--- src/rtl/risc16_mmio_if.sv ---
// CPU data-bus view of the risc16 MMIO window.
// The CPU drives address, write data and strobes; the peripheral returns read data and the window hit.
interface risc16_mmio_if;
  logic [15:0] addr;
  logic [15:0] wdata;
  logic        oe;
  logic        we;
  logic [15:0] rdata;
  logic        hit;

  modport master (
    output addr, wdata, oe, we,
    input  rdata, hit
  );

  modport slave (
    input  addr, wdata, oe, we,
    output rdata, hit
  );
endinterface

--- src/rtl/risc16_mmio.sv ---
// risc16 MMIO block: 24-bit LED register, free-running timer with sticky compare flag, FIFO-fed 8N1 UART TX.
// The UART is only built when RISC16_UART_EN is defined; otherwise TXDATA is not decoded and uart_tx idles high.
module risc16_mmio #(
  parameter logic [15:0] BASE_ADDR     = 16'h0200,
  parameter int          CLKS_PER_BIT  = 217,
  parameter int          TX_FIFO_DEPTH = 4
) (
  input  logic               clk,
  input  logic               rst,
  risc16_mmio_if.slave       bus,
  output logic [23:0]        led,
  output logic               uart_tx
);

  localparam logic [2:0] W_LED_LO = 3'd0;
  localparam logic [2:0] W_LED_HI = 3'd1;
  localparam logic [2:0] W_TIMER  = 3'd2;
  localparam logic [2:0] W_CMP    = 3'd3;
  localparam logic [2:0] W_STATUS = 3'd4;
  localparam logic [2:0] W_TXDATA = 3'd5;

  logic        in_window;
  logic [2:0]  word;
  logic        tx_decoded;
  logic        hit_c;
  logic        wr;
  logic        tx_full;
  logic        tx_empty;
  logic        tx_busy;
  logic [15:0] rd_mux;

  // addr[0] is ignored so odd byte addresses alias their even word.
  assign in_window = (bus.addr[15:4] == BASE_ADDR[15:4]);
  assign word      = bus.addr[3:1];
  assign hit_c     = in_window && ((word <= W_STATUS) || tx_decoded);
  assign wr        = bus.we && hit_c;
  assign bus.hit   = hit_c;

  logic [23:0] led_q, led_d;
  logic [15:0] timer_q, timer_d;
  logic [15:0] cmp_q, cmp_d;
  logic        match_q, match_d;

  always_comb begin
    led_d   = led_q;
    timer_d = timer_q + 16'd1;
    cmp_d   = cmp_q;
    match_d = match_q;
    if (wr) begin
      case (word)
        W_LED_LO: led_d[15:0]  = bus.wdata;
        W_LED_HI: led_d[23:16] = bus.wdata[7:0];
        W_TIMER:  timer_d      = 16'h0000;
        W_CMP:    cmp_d        = bus.wdata;
        W_STATUS: if (bus.wdata[0]) match_d = 1'b0;
        default:  ;
      endcase
    end
    // A compare hit overrides a clear landing in the same cycle.
    if (timer_q == cmp_q) match_d = 1'b1;
  end

  always_ff @(posedge clk) begin
    if (rst) begin
      led_q   <= '0;
      timer_q <= '0;
      cmp_q   <= 16'hFFFF;
      match_q <= 1'b0;
    end else begin
      led_q   <= led_d;
      timer_q <= timer_d;
      cmp_q   <= cmp_d;
      match_q <= match_d;
    end
  end

  always_comb begin
    rd_mux = 16'h0000;
    case (word)
      W_LED_LO: rd_mux = led_q[15:0];
      W_LED_HI: rd_mux = {8'h00, led_q[23:16]};
      W_TIMER:  rd_mux = timer_q;
      W_CMP:    rd_mux = cmp_q;
      W_STATUS: rd_mux = {12'h000, tx_busy, tx_empty, tx_full, match_q};
      default:  rd_mux = 16'h0000;
    endcase
  end

  assign bus.rdata = hit_c ? rd_mux : 16'h0000;
  assign led       = led_q;

`ifdef RISC16_UART_EN
  localparam int AW = $clog2(TX_FIFO_DEPTH);
  localparam int CW = $clog2(CLKS_PER_BIT);
  localparam logic [AW:0]   DEPTH_C  = (AW + 1)'(TX_FIFO_DEPTH);
  localparam logic [CW-1:0] BIT_LAST = CW'(CLKS_PER_BIT - 1);

  typedef enum logic [1:0] {TX_IDLE, TX_START, TX_DATA, TX_STOP} tx_state_t;

  logic [7:0]    fifo_mem [TX_FIFO_DEPTH];
  logic [AW-1:0] wr_ptr_q, wr_ptr_d;
  logic [AW-1:0] rd_ptr_q, rd_ptr_d;
  logic [AW:0]   count_q, count_d;
  logic          push;
  logic          pop;

  tx_state_t     state_q;
  logic [CW-1:0] baud_q;
  logic [2:0]    bit_q;
  logic [7:0]    shift_q;
  logic          tx_q;

  assign tx_decoded = (word == W_TXDATA);
  assign tx_full    = (count_q == DEPTH_C);
  assign tx_empty   = (count_q == '0);
  assign tx_busy    = (state_q != TX_IDLE);
  // Fullness is judged before this cycle's pop, so a push into a full FIFO is dropped even when a pop coincides.
  assign push       = wr && (word == W_TXDATA) && !tx_full;
  assign pop        = (state_q == TX_IDLE) && !tx_empty;

  always_comb begin
    wr_ptr_d = wr_ptr_q + AW'(push);
    rd_ptr_d = rd_ptr_q + AW'(pop);
    count_d  = count_q + (AW + 1)'(push) - (AW + 1)'(pop);
  end

  always_ff @(posedge clk) begin
    if (push) fifo_mem[wr_ptr_q] <= bus.wdata[7:0];
  end

  always_ff @(posedge clk) begin
    if (rst) begin
      wr_ptr_q <= '0;
      rd_ptr_q <= '0;
      count_q  <= '0;
    end else begin
      wr_ptr_q <= wr_ptr_d;
      rd_ptr_q <= rd_ptr_d;
      count_q  <= count_d;
    end
  end

  // baud_q counts cycles within the current bit; the line register tx_q changes only on bit boundaries.
  always_ff @(posedge clk) begin
    if (rst) begin
      state_q <= TX_IDLE;
      baud_q  <= '0;
      bit_q   <= '0;
      shift_q <= '0;
      tx_q    <= 1'b1;
    end else begin
      case (state_q)
        TX_IDLE: begin
          if (!tx_empty) begin
            shift_q <= fifo_mem[rd_ptr_q];
            baud_q  <= '0;
            tx_q    <= 1'b0;
            state_q <= TX_START;
          end
        end
        TX_START: begin
          if (baud_q == BIT_LAST) begin
            baud_q  <= '0;
            bit_q   <= '0;
            tx_q    <= shift_q[0];
            state_q <= TX_DATA;
          end else begin
            baud_q <= baud_q + CW'(1);
          end
        end
        TX_DATA: begin
          if (baud_q == BIT_LAST) begin
            baud_q <= '0;
            if (bit_q == 3'd7) begin
              tx_q    <= 1'b1;
              state_q <= TX_STOP;
            end else begin
              bit_q   <= bit_q + 3'd1;
              shift_q <= shift_q >> 1;
              tx_q    <= shift_q[1];
            end
          end else begin
            baud_q <= baud_q + CW'(1);
          end
        end
        TX_STOP: begin
          if (baud_q == BIT_LAST) begin
            baud_q  <= '0;
            state_q <= TX_IDLE;
          end else begin
            baud_q <= baud_q + CW'(1);
          end
        end
        default: state_q <= TX_IDLE;
      endcase
    end
  end

  assign uart_tx = tx_q;
`else
  assign tx_decoded = 1'b0;
  assign tx_full    = 1'b0;
  assign tx_empty   = 1'b1;
  assign tx_busy    = 1'b0;
  assign uart_tx    = 1'b1;
`endif

  // Read strobe, byte-select bit and UART sizing do not affect this window's behaviour in every build.
  logic unused_cfg;
  assign unused_cfg = ^{bus.oe, bus.addr[0], CLKS_PER_BIT[0], TX_FIFO_DEPTH[0]};

endmodule

--- src/flat_wrapper.sv ---
// flat-port wrapper written by rule: the top's interface ports become plain ports
module risc16_mmio_flat 
#(
  parameter logic [15:0] BASE_ADDR     = 16'h0200,
  parameter int          CLKS_PER_BIT  = 217,
  parameter int          TX_FIFO_DEPTH = 4
)
  (clk, rst, led, uart_tx, bus_addr, bus_wdata, bus_oe, bus_we, bus_rdata, bus_hit);
  risc16_mmio_if bus_i ();
  input  logic clk;
  input  logic rst;
  output logic [23:0] led;
  output logic uart_tx;
  input wire logic [$bits(bus_i.addr)-1:0] bus_addr;
  input wire logic [$bits(bus_i.wdata)-1:0] bus_wdata;
  input wire logic [$bits(bus_i.oe)-1:0] bus_oe;
  input wire logic [$bits(bus_i.we)-1:0] bus_we;
  output wire logic [$bits(bus_i.rdata)-1:0] bus_rdata;
  output wire logic [$bits(bus_i.hit)-1:0] bus_hit;
  assign bus_i.addr = bus_addr;
  assign bus_i.wdata = bus_wdata;
  assign bus_i.oe = bus_oe;
  assign bus_i.we = bus_we;
  assign bus_rdata = bus_i.rdata;
  assign bus_hit = bus_i.hit;
  risc16_mmio #(.BASE_ADDR(BASE_ADDR), .CLKS_PER_BIT(CLKS_PER_BIT), .TX_FIFO_DEPTH(TX_FIFO_DEPTH)) u_core (.clk(clk), .rst(rst), .bus(bus_i), .led(led), .uart_tx(uart_tx));
endmodule
--- config.mk ---
export PLATFORM = sky130hd
export DESIGN_NAME = risc16_mmio_flat
export DESIGN_NICKNAME = d
export VERILOG_FILES = /design/src/rtl/risc16_mmio_if.sv /design/src/rtl/risc16_mmio.sv /design/src/flat_wrapper.sv
export SDC_FILE = /design/constraint.sdc
export NUM_CORES = 1
export LEC_CHECK = 0
export ABC_CLOCK_PERIOD_IN_PS = 2900
export CAP_MARGIN = 20
export CORE_MARGIN = 3
export CORE_UTILIZATION = 63
export CTS_BUF_LIST = sky130_fd_sc_hd__clkbuf_8 sky130_fd_sc_hd__clkbuf_16
export DETAILED_ROUTE_END_ITERATION = 8
export DONT_BUFFER_PORTS = 1
export GPL_TIMING_DRIVEN = 0
export HOLD_SLACK_MARGIN = 0.06
export PLACE_DENSITY = 0.88
export RECOVER_POWER = 100
export SYNTH_ARGS = -nofsm -noshare
export SYNTH_HDL_FRONTEND = slang
export SYNTH_SLANG_ARGS = --single-unit
--- constraint.sdc ---
create_clock -name clk -period 2.9 [get_ports clk]
set_input_delay 0.87 -clock clk [delete_from_list [all_inputs] [get_ports clk]]
set_output_delay 0.87 -clock clk [all_outputs]
set_load 0.01 [all_outputs]
# Yosys cells after proc, flatten, opt, wreduce, memory -nomap -nowiden

Index checks and enable logic that the tools add are counted.
W data, S select, Z words.

Output and inout port bits: 42
Register bits: 57
Word-level logic and storage cells: 31
Input bits: 36

Eq/ne operators: 6
$lt $le $gt $ge: 1
Reductions and logical operators: 10
Multiplexer cells: 8
Add/subtract/negate cells: 1

Operator list:

| kind                    | count |
|---|---|
| $pmux W16 S5            | 1 |
| $mux W16                | 3 |
| $add A16 B1 Y16 const B | 1 |
| $eq A16 B16 Y1          | 1 |
| $eq A12 B6 Y1 const B   | 1 |
| $eq A3 B2 Y1 const B    | 2 |
| $reduce_and A2 Y1       | 3 |
| $reduce_bool A2 Y1      | 3 |
| $mux W1                 | 4 |
| $eq A3 B1 Y1 const B    | 1 |
| $eq A3 B3 Y1 const B    | 1 |
| $le A3 B3 Y1 const B    | 1 |
| $logic_not A3 Y1        | 1 |
| $reduce_and A3 Y1       | 1 |
| $logic_and A1 B1 Y1     | 2 |

# Longest topological paths before layout

Gate-level depths: netlist (run 1).

Depth in word-level cells: 5
Gate-level depth with buffers: 6

# Least setup slack after synthesis (run 1)

OpenSTA, ideal clock, no wires.

Path type: input to output
Start: input port bus_addr[8]
End: output port bus_rdata[10]
Stages: 5
Path slack: -0.027 ns
Arrival time: 2.057 ns
Cell sequence: nor4b_4 -> nand3_4 -> or2_2 -> clkbuf_1 -> nor2_1

Word-level cells in the longest chain between the ends: 3

RTL lines:

| what                | line               | text |
|---|---|---|
| start: declaration  | flat_wrapper.sv:14 | `input wire logic [$bits(bus_i.addr)-1:0] bus_addr;` |
| $eq A12 B6 Y1       | risc16_mmio.sv:33  | `assign in_window = (bus.addr[15:4] == BASE_ADDR[15:4]);` |
| $logic_and A1 B1 Y1 | risc16_mmio.sv:35  | `assign hit_c = in_window && ((word <= W_STATUS) \|\| tx_decoded);` |
| $mux W16            | risc16_mmio.sv:89  | `assign bus.rdata = hit_c ? rd_mux : 16'h0000;` |
| end: declaration    | flat_wrapper.sv:18 | `output wire logic [$bits(bus_i.rdata)-1:0] bus_rdata;` |

Every way passes these cells.

# Worst setup path after layout (run 1)

Start: input port bus_addr[2]
End: output port bus_rdata[1]

Word-level cells in the longest chain between the ends: 3
Elaborated cells between the ends (all ways): 9
Those cells by class: order compare (1); eq/ne (4); mux (2); reduce/logical (2)

RTL lines:

| what                                                | line                                 | text |
|---|---|---|
| $eq A3 B3 Y1, or another cell as far along          | risc16_mmio.sv:79                    | `case (word)` |
| $pmux W16 S5 or $logic_and A1 B1 Y1 (tied branches) | risc16_mmio.sv:79, risc16_mmio.sv:35 |  |
| $mux W16 *                                          | risc16_mmio.sv:89                    |  |

Mark *: on every way between the ends. The rest lies on a longest branch, timed or not.

==> flow_metrics.env, run 1 <==
export IMPL_critPathLaunchType="primary input"
export IMPL_coreArea_um2=4534
export IMPL_finish_net_count=390
export IMPL_holdBufCountCts=0
export IMPL_skew_ns=0.006343
export IMPL_antenna_found_initial=0
export IMPL_cp_slowest_stage_delay_ns=0.23
export IMPL_drt_iter0_markers=232
export IMPL_muxShareOfSynthArea_pct=19.01
export IMPL_cp_cell_sequence="buf_4 > buf_4 > o21ai_0 > nand4_1 > buf_4 > nor2_1"
export IMPL_synthesis_area_um2=3080
export IMPL_synth_top_family_by_area="simple AND/OR/NAND/NOR gates"
export IMPL_grt_pass1_wl_um=13680
export IMPL_dp_hpwl_um=5590
export IMPL_grt_total_usage_pct=29.66
export IMPL_r2r_end="u_core.timer_q[14]"
export IMPL_arrival_ns=1.98
export IMPL_antenna_cells=0
export IMPL_synth_fa_ha_area_share_pct=0.4062
export IMPL_ff2ff_setup_slack_ns=1.07
export IMPL_synthCells=340
export IMPL_final_cell_mix="nor2_1 (75), dfxtp_1 (57), mux2i_1 (54)"
export IMPL_cts_tree="yes"
export IMPL_synth_simple_area_share_pct=23.76
export IMPL_grt_overflow=0
export IMPL_seq_area_frac_synth_pct=37.04
export IMPL_rows=24
export IMPL_power_density_nw_per_um2=522.7
export IMPL_peakVddDrop_uv=522.4
export IMPL_path_common_cell="buf_4"
export IMPL_required_ns=2.03
export IMPL_htree_levels=3
export IMPL_cts_made_buffers=9
export IMPL_drtAntennaViolNets=0
export IMPL_area_growth_pct=13.16
export IMPL_maxSlewViolCount=0
export IMPL_finish_utilization_pct=76.88
export IMPL_synth_seq_cells=57
export IMPL_drv_cap=0
export IMPL_end_kind="output pin"
export IMPL_final_common_cell="nor2_1"
export IMPL_wirelength_um=8406
export IMPL_portBuffers=0
export IMPL_route_detailed_drc=0
export IMPL_gp_congestion=0.9153
export IMPL_timing_rr_start="u_core.timer_q[0]"
export IMPL_hp_start="u_core.match_q"
export IMPL_total_power_mw=1.822
export IMPL_stdcell_count=423
export IMPL_cp_max_fo=10
export IMPL_post_drt_wl_per_cell_um=19.87
export IMPL_place_area_um2=3191
export IMPL_yosysWarningCount=0
export IMPL_max_slew_margin_pct=57.94
export IMPL_holdPathStages=2
export IMPL_dr_pass1_iters=6
export IMPL_tightestPinTransition_ns=0.6309
export IMPL_fin_setup_tns_ns=0
export IMPL_status="complete, no violations"
export IMPL_cts_buffer_depth=2
export IMPL_cts_clk_slew_worst_paths_ns=0.07
export IMPL_cts_root_buf="clkbuf_8"
export IMPL_die_h_um=75.93
export IMPL_dp_cells=405
export IMPL_worst_setup_path_type="in -> out"
export IMPL_hold_class="reg -> reg"
export IMPL_rsz0062_at_grt="yes"
export IMPL_finalHoldViolCount=0
export IMPL_initial_core_util_pct=67.94
export IMPL_dieArea_um2=5765
export IMPL_period_share_pct=98.34
export IMPL_final_cell_area_um2=3486
export IMPL_netlist_cell_type_count=41
export IMPL_avgSynthCellArea_um2=9.060
export IMPL_synth_compound_area_share_pct=7.636
export IMPL_die_w_um=75.93
export IMPL_min_delay_worst_endpoint="u_core.match_q"
export IMPL_io_pins=78
export IMPL_vias=2616
export IMPL_clock_sinks=57
export IMPL_cpMaxStageDelayCell="nor2_1"
export IMPL_r2r_cells=5
export IMPL_post_drt_via_cell_ratio=6.184
export IMPL_synth_xor_xnor_area_share_pct=7.392
export IMPL_grt_max_degree=11
export IMPL_grt_pass1_vias=2678
export IMPL_clk_latency_ns=0.35
export IMPL_drive_gt1_share_pct=17.04
export IMPL_fmax_ghz=0.3506
export IMPL_synth_nets=377
export IMPL_setup_violations=0
export IMPL_p_leak_nw=1.388
export IMPL_fin_crit_ns=2.852
## synthesized netlist by cell type, drive strengths merged
library cell	n	area share, %
xnor2	5	1.4
nor4b	3	1.3
nor4	7	2.4
xor2	21	6.0
and3	2	0.41
dfxtp	57	37
o41ai	1	0.89
o21ai	5	0.81
and4	1	0.28
nand2	5	0.61
nor3	1	0.16
and4bb	1	0.41
or4	1	0.24
a21oi	14	2.3
conb	1	0.12
nand3	7	1.5
and2	1	0.20
clkbuf	14	1.7
nor3b	1	0.24
nor2	93	12
o31ai	1	0.24
mux4	2	1.5
ha	1	0.41
or2	2	0.41
a2bb2oi	12	3.4
buf	8	2.3
inv	5	0.61
nand4	9	2.2
nand2b	1	0.20
or3	3	0.61
mux2i	54	18
nor4bb	1	0.32
## cell type report
cell class                 instances  area, um^2
buffer                            20       127.6
clock buffer                      10       137.6
clock inverter                     6       105.1
fill                             311        1049
inverter                           5       18.77
multi-input combinational        256        1844
sequential                        57        1141
tap                               65       81.33
timing repair buffer               4       30.03
## cells by family (layout without fill, tap and decap cells)
kind of cell / Yosys count / after routing
multiplexers: 56 / 56
flip-flops: 57 / 57
buffers and inverters: 27 / 45
AND/OR/NAND/NOR: 139 / 139
adder cells (fa/ha/maj): 1 / 1
AO/OA/AOI/OAI: 33 / 33
other: 1 / 1
XOR/XNOR: 26 / 26
## per-layer routing
layer  GRT usage, %  share of wire, %  wire length [um]
met3          7.346               8.4               706
met2          49.65                49              4146
met4          12.68               2.4               201
met5              0                 0                 0
met1          36.28                40              3352
## repair_timing
| action | 4_1_cts | 5_1_grt |
|---|---|---|
| buffers inserted | 4 | 0 |
| endpoints found under the setup margin | 16 | 3 |
| gates resized for setup | 9 | 3 |
| cloned | 0 | 0 |
| pin swaps | 3 | 0 |
## worst max path at each step
stage                      start            end
floorplan           bus_addr[14]  bus_rdata[11]
global placement     bus_addr[1]   bus_rdata[6]
detailed placement   bus_addr[1]   bus_rdata[7]
CTS                  bus_addr[2]  bus_rdata[13]
global route         bus_addr[2]   bus_rdata[7]
finish               bus_addr[2]   bus_rdata[1]
## worst max-delay path, delay by kind of cell
| family | cells | cell delay, ns |
|---|---|---|
| simple gates | 2 | 0.34 |
| buf+inv | 3 | 0.58 |
| compound gates | 1 | 0.18 |
## where the power goes
part,switching [mW],leakage [nW],internal (mW)
sequential,0.00646,0.460,0.786
combinational,0.0623,0.802,0.0440
clock,0.334,0.126,0.589
total,0.402,1.39,1.42
## state kept, by name, summed over array words and instances (netlist names)
name	count
u_core.timer_q	16
u_core.led	24
u_core.cmp_q	16
u_core.match_q	1
## per-stage QoR
stage	worst slack [ns]	hold slack, ns
after detailed placement	-0.4357	0.4824
after global placement	-0.3721	0.4718
after CTS	0.01040	0.4929
final	0.04803	0.5009
after floorplan	-0.01327	0.4499
after global routing	-0.0003779	0.5051
No activity file was read; power rests on OpenSTA's default activity.
==> inputs of run 2 (changes only) <==
--- a/config.mk
+++ b/config.mk
@@ -5,7 +5,7 @@
 export SDC_FILE = /design/constraint.sdc
 export NUM_CORES = 1
 export LEC_CHECK = 0
-export ABC_CLOCK_PERIOD_IN_PS = 2900
+export ABC_CLOCK_PERIOD_IN_PS = 2800
 export CAP_MARGIN = 20
 export CORE_MARGIN = 3
 export CORE_UTILIZATION = 63
==> constraint.sdc (replaced) <==
create_clock -name clk -period 2.8 [get_ports clk]
set_input_delay 0.84 -clock clk [delete_from_list [all_inputs] [get_ports clk]]
set_output_delay 0.84 -clock clk [all_outputs]
set_load 0.01 [all_outputs]
==> flow_metrics.env, run 2 (synthesis results as in run 1) <==
export IMPL_area_growth_pct=11.74
export IMPL_status="complete, no violations"
export IMPL_htree_levels=3
export IMPL_final_common_cell="nor2_1"
export IMPL_fin_crit_ns=2.762
export IMPL_coreArea_um2=4534
export IMPL_cpMaxStageDelayCell="buf_2"
export IMPL_dp_cells=405
export IMPL_fin_setup_tns_ns=0
export IMPL_cp_max_fo=10
export IMPL_dieArea_um2=5765
export IMPL_portBuffers=0
export IMPL_period_share_pct=98.63
export IMPL_cts_buffer_depth=2
export IMPL_antenna_cells=0
export IMPL_final_cell_area_um2=3442
export IMPL_p_leak_nw=1.346
export IMPL_arrival_ns=1.92
export IMPL_die_w_um=75.93
export IMPL_hold_class="reg -> reg"
export IMPL_dr_pass1_iters=5
export IMPL_gp_congestion=0.8758
export IMPL_post_drt_wl_per_cell_um=18.90
export IMPL_fmax_ghz=0.3621
export IMPL_total_power_mw=1.721
export IMPL_power_density_nw_per_um2=499.9
export IMPL_finalHoldViolCount=0
export IMPL_drv_cap=0
export IMPL_ff2ff_setup_slack_ns=0.99
export IMPL_largest_register_ffs=24
export IMPL_cp_slowest_stage_delay_ns=0.27
export IMPL_rsz0062_at_grt="no"
export IMPL_cts_root_buf="clkbuf_8"
export IMPL_required_ns=1.96
export IMPL_max_slew_margin_pct=48.51
export IMPL_initial_core_util_pct=67.94
export IMPL_drtAntennaViolNets=0
export IMPL_cts_tree="yes"
export IMPL_peakVddDrop_uv=452.8
export IMPL_cts_clk_slew_worst_paths_ns=0.06
export IMPL_setup_violations=0
export IMPL_finish_utilization_pct=75.91
export IMPL_finish_net_count=393
export IMPL_clk_latency_ns=0.33
export IMPL_post_place_ws_ns=-0.5049
export IMPL_grt_total_usage_pct=28.50
export IMPL_hold_ws_ns=0.4788
export IMPL_grt_max_degree=11
export IMPL_grt_overflow=0
export IMPL_path_common_cell="a2bb2oi_1"
export IMPL_worst_setup_path_type="in -> out"
export IMPL_route_detailed_drc=0
export IMPL_cts_made_buffers=9
export IMPL_cp_cell_sequence="clkbuf_2 > buf_2 > a2bb2oi_1 > a2bb2oi_1 > nor2_2"
export IMPL_tightestPinTransition_ns=0.7724
export IMPL_grt_pass1_vias=2623
export IMPL_critPathLaunchType="primary input"
export IMPL_drive_gt1_share_pct=17.45
export IMPL_stdcell_count=426
export IMPL_skew_ns=0.004826
export IMPL_clock_sinks=57
export IMPL_grt_pass1_wl_um=13160
export IMPL_end_kind="output pin"
export IMPL_post_drt_via_cell_ratio=6.171
export IMPL_io_pins=78
export IMPL_die_h_um=75.93
export IMPL_antenna_found_initial=0
export IMPL_vias=2629
export IMPL_final_cell_mix="nor2_1 (69), dfxtp_1 (57), mux2i_1 (54)"
export IMPL_wirelength_um=8050
export IMPL_drt_iter0_markers=275
export IMPL_rows=24
export IMPL_timing_final_ws_setup_ns=0.03826
export IMPL_place_area_um2=3246
export IMPL_dp_hpwl_um=5681
export IMPL_maxSlewViolCount=0
-- run 2: cell count changes in the layout (fill, tap and decap cells not counted), moves of 2 or more --
cell | before | now
nor2_4 | 2 | 4
clkbuf_2 | 1 | 3
clkinv_2 | 3 | 1
nand4_1 | 7 | 9
inv_1 | 5 | 7
clkbuf_1 | 10 | 13
bufinv_16 | 3 | 1
clkbuf_8 | 10 | 12
nor2_2 | 16 | 20
nand4_2 | 2 | 0
nor2_1 | 75 | 69
-- run 2: area by class of cell --
class,count,area [um^2]
clock buffers,12,165.2
inverters,5,18.77
plain buffers,21,106.4
well taps,65,81.33
fillers,319,1092
repair buffers,6,41.29
multi-input cells,256,1846
flip-flops and latches,57,1141
clock inverters,4,42.54
-- run 2: metal layers --
layer / vias up / routed length, um / global-route usage [%] / part of all wire, %
met4: 0 / 186 / 14.13 / 2.3
met5: - / 0 / 0 / 0
met3: 22 / 648 / 7.820 / 8.0
li1: 1217 / - / - / -
met1: 1256 / 3277 / 35.36 / 41
met2: 134 / 3937 / 45.57 / 49
-- run 2: where the power goes --
part	internal, mW	switching (mW)	total [mW]
registers	0.815	0.00613	0.821
logic	0.0439	0.0631	0.107
clock network	0.476	0.317	0.793
-- run 2: critical path, delay by kind of cell --
family / cells / cell delay (ns)
AO/OA/AOI/OAI: 2 / 0.49
AND/OR/NAND/NOR: 1 / 0.08
buffers and inverters: 2 / 0.50
-- run 2: what timing repair did --
action | in CTS | in global routing
setup endpoints to repair | 16 | 15
gates resized for setup | 8 | 9
pin swaps | 3 | 2
setup buffers | 4 | 2
cloned | 0 | 0
hold buffers | 0 | 0
-- run 2: final timing paths --
| kind | start | endpoint | cells after the start |
|---|---|---|---|
| setup / recovery | bus_addr[1] | bus_rdata[7] | 5 |
| hold reg to reg | u_core.match_q | u_core.match_q | 2 |
| hold / removal | u_core.match_q | u_core.match_q | 2 |
| setup reg to reg | u_core.timer_q[0] | u_core.timer_q[14] | 5 |
==> edit: new RTL, settings of run 2 <==
Add a define of `RISC16_UART_EN`.
--- a/src/rtl/risc16_mmio.sv
+++ b/src/rtl/risc16_mmio.sv
@@ -1,4 +1,6 @@
 // risc16 MMIO block: 24-bit LED register, free-running timer with sticky compare flag, FIFO-fed 8N1 UART TX.
 // The UART is only built when RISC16_UART_EN is defined; otherwise TXDATA is not decoded and uart_tx idles high.
+`define RISC16_UART_EN
+
 module risc16_mmio #(
   parameter logic [15:0] BASE_ADDR     = 16'h0200,
Behaviour: not the same (Yosys sat finds a counterexample within 4 cycles, from zero or initial values and one cycle with rst high).
==> edit against run 2 <==
  * The flow now finishes with violations (negative setup slack)
  * First-iteration DRC count rose to 2.9 times the old value
  * Final area rose by 94%
  * Wire length rose by 120%
  * Clock power rose to 2.6 times the old value
  * Sequential cell count rose by 61
  * Sequential power rose by 140%
  * Worst hold slack got worse by 0.073 ns
  * Area after synthesis rose by 85%
  * Setup slack got worse by 0.10 ns
  * Critical path depth rose by 2
  * Register-to-register slack got worse by 0.77 ns
  * Clock skew rose by 0.0055 ns
  * Power rose to 3.1 times the old value
  * Critical endpoint is now bus_rdata[2]
==> edit: results (changes against run 2) <==
power:
  peakVddDrop_mv: 0.542  # +20%
  powerSeq_uw: 1960  # +140%
  p_leak_uw: 0.00231  # +72%
  power_uw: 5280  # +210%
  pg_comb_uw: 1270  # +1100%
  switching_share_pct: 31.8  # +9.4 points
sta:
  setup-violations-final: 1  # +1
  fin_tns_setup_ns: -0.0666  # -0.0666 ns
  skew_ns: 0.0103  # +0.00552 ns
  worst_slack_ns: -0.0666  # -0.105 ns
place:
  dp_hpwl_microns: 11000  # +94%
  place_ws_ns: -0.647  # -0.142 ns
  place.gp.congestion: 0.946  # +8.0%
  dpl_cell_area_sq_um: 5870  # +81%
synthesis:
  synth-compound-area-share_pct: 14.3  # +6.7 points
  synth_area_sq_um: 5700  # +85%
  yosys.cell_types.count: 58  # +41%
  synth.top_cells.by_count: "86 x dfxtp_1, 50 x nor2_1, 49 x a21oi_1"
  muxShareOfSynthArea_pct: 7.77  # -11 points
  synth_edf_count: 32  # +32
  synth_fp_nets: 635  # +68%
  synth.top_cells.by_area: "dfxtp_1 30%, edfxtp_1 17%, a21oi_1 4.3%, mux4_2 3.6%, xor2_1 3.5%"
  yosysSeqAreaShare_pct: 47.0  # +10 points
  synthXorXnorAreaFrac_pct: 4.76  # -2.6 points
final_layout:
  nMultiInputCombCells: 410  # +60%
  stdcell_area_sq_um: 6680  # +94%
  clkCellAreaFrac_pct: 8.30  # +2.3 points
  regArea_sq_um: 2680  # +140%
  nFillCells: 494  # +55%
  layout.nonclk_buf_share_pct: 4.42  # +0.13 points
  largest_register_ffs: 32  # +33%
  n_all_inverters: 11  # +6
  num-clock-buffers: 18  # +6
clock_network:
  htreeDepth: 4  # +1
  clock-sinks: 118  # +110%
  clock-root-buffer: "clkbuf_8"
  cts-buffers-inserted: 17  # +8
  insertion_delay_ns: 0.53  # +0.20 ns
global_routing:
  grt.met1_usage_pct: 42.6  # +7.2 points
  grt_pass1_wl_microns: 27100  # +110%
  grtUsageMet2_pct: 54.3  # +8.7 points
  grtUsageTotal_pct: 34.8  # +6.3 points
  grt_util_met3_pct: 12.7  # +4.9 points
  grt_max_degree: 17  # +6
  grt_pass1_vias: 5109  # +95%
route:
  route.met2.wl_microns: 8230  # +110%
  wl_microns: 18000  # +120%
  wire_per_inst_microns: 24.8  # +31%
  drt_first_pass_iters: 6  # +1
  dr_wl_met3_microns: 2200  # +240%
  drtIter0Drc: 794  # +190%
worst_setup_path:
  cpMaxStageDelayCell: "a31oi_1"
hold_path:
  worst_hold_path_type: "in2reg"
status:
  violations: "negative setup slack"
  run_status: "complete, but fails checks"
edit: cell types whose count changed in the layout (fill, tap and decap cells not counted), sizes merged, moves of 12 or more:
cell    change
a211o      +16
a21oi      +35
and3       +16
clkbuf     +21
dfxtp      +29
edfxtp     +32
ha         +12
mux2i      -39
nand3      +27
nor2       -43
nor3       +26
o21ai      +29
edit: final timing paths:
| path | to | startpoint | slack, ns | depth (start not counted) |
|---|---|---|---|---|
| worst min register to register | u_core.bit_q[2] | u_core.bit_q[2] | 0.48 | 2 |
| worst max-delay path | bus_rdata[2] | bus_addr[2] | -0.07 | 7 |
| worst max register to register | u_core.count_q[2] | u_core.state_q[0] | 0.22 | 11 |
| worst min-delay path | u_core.fifo_mem[0][3] | bus_wdata[3] | 0.41 | 0 |
edit: timing repair:
item / CTS / global route
pin swaps: 6 / 9
setup endpoints to repair: 25 / 26
cloned: 0 / 0
setup buffers: 2 / 3
resized for setup: 44 / 14
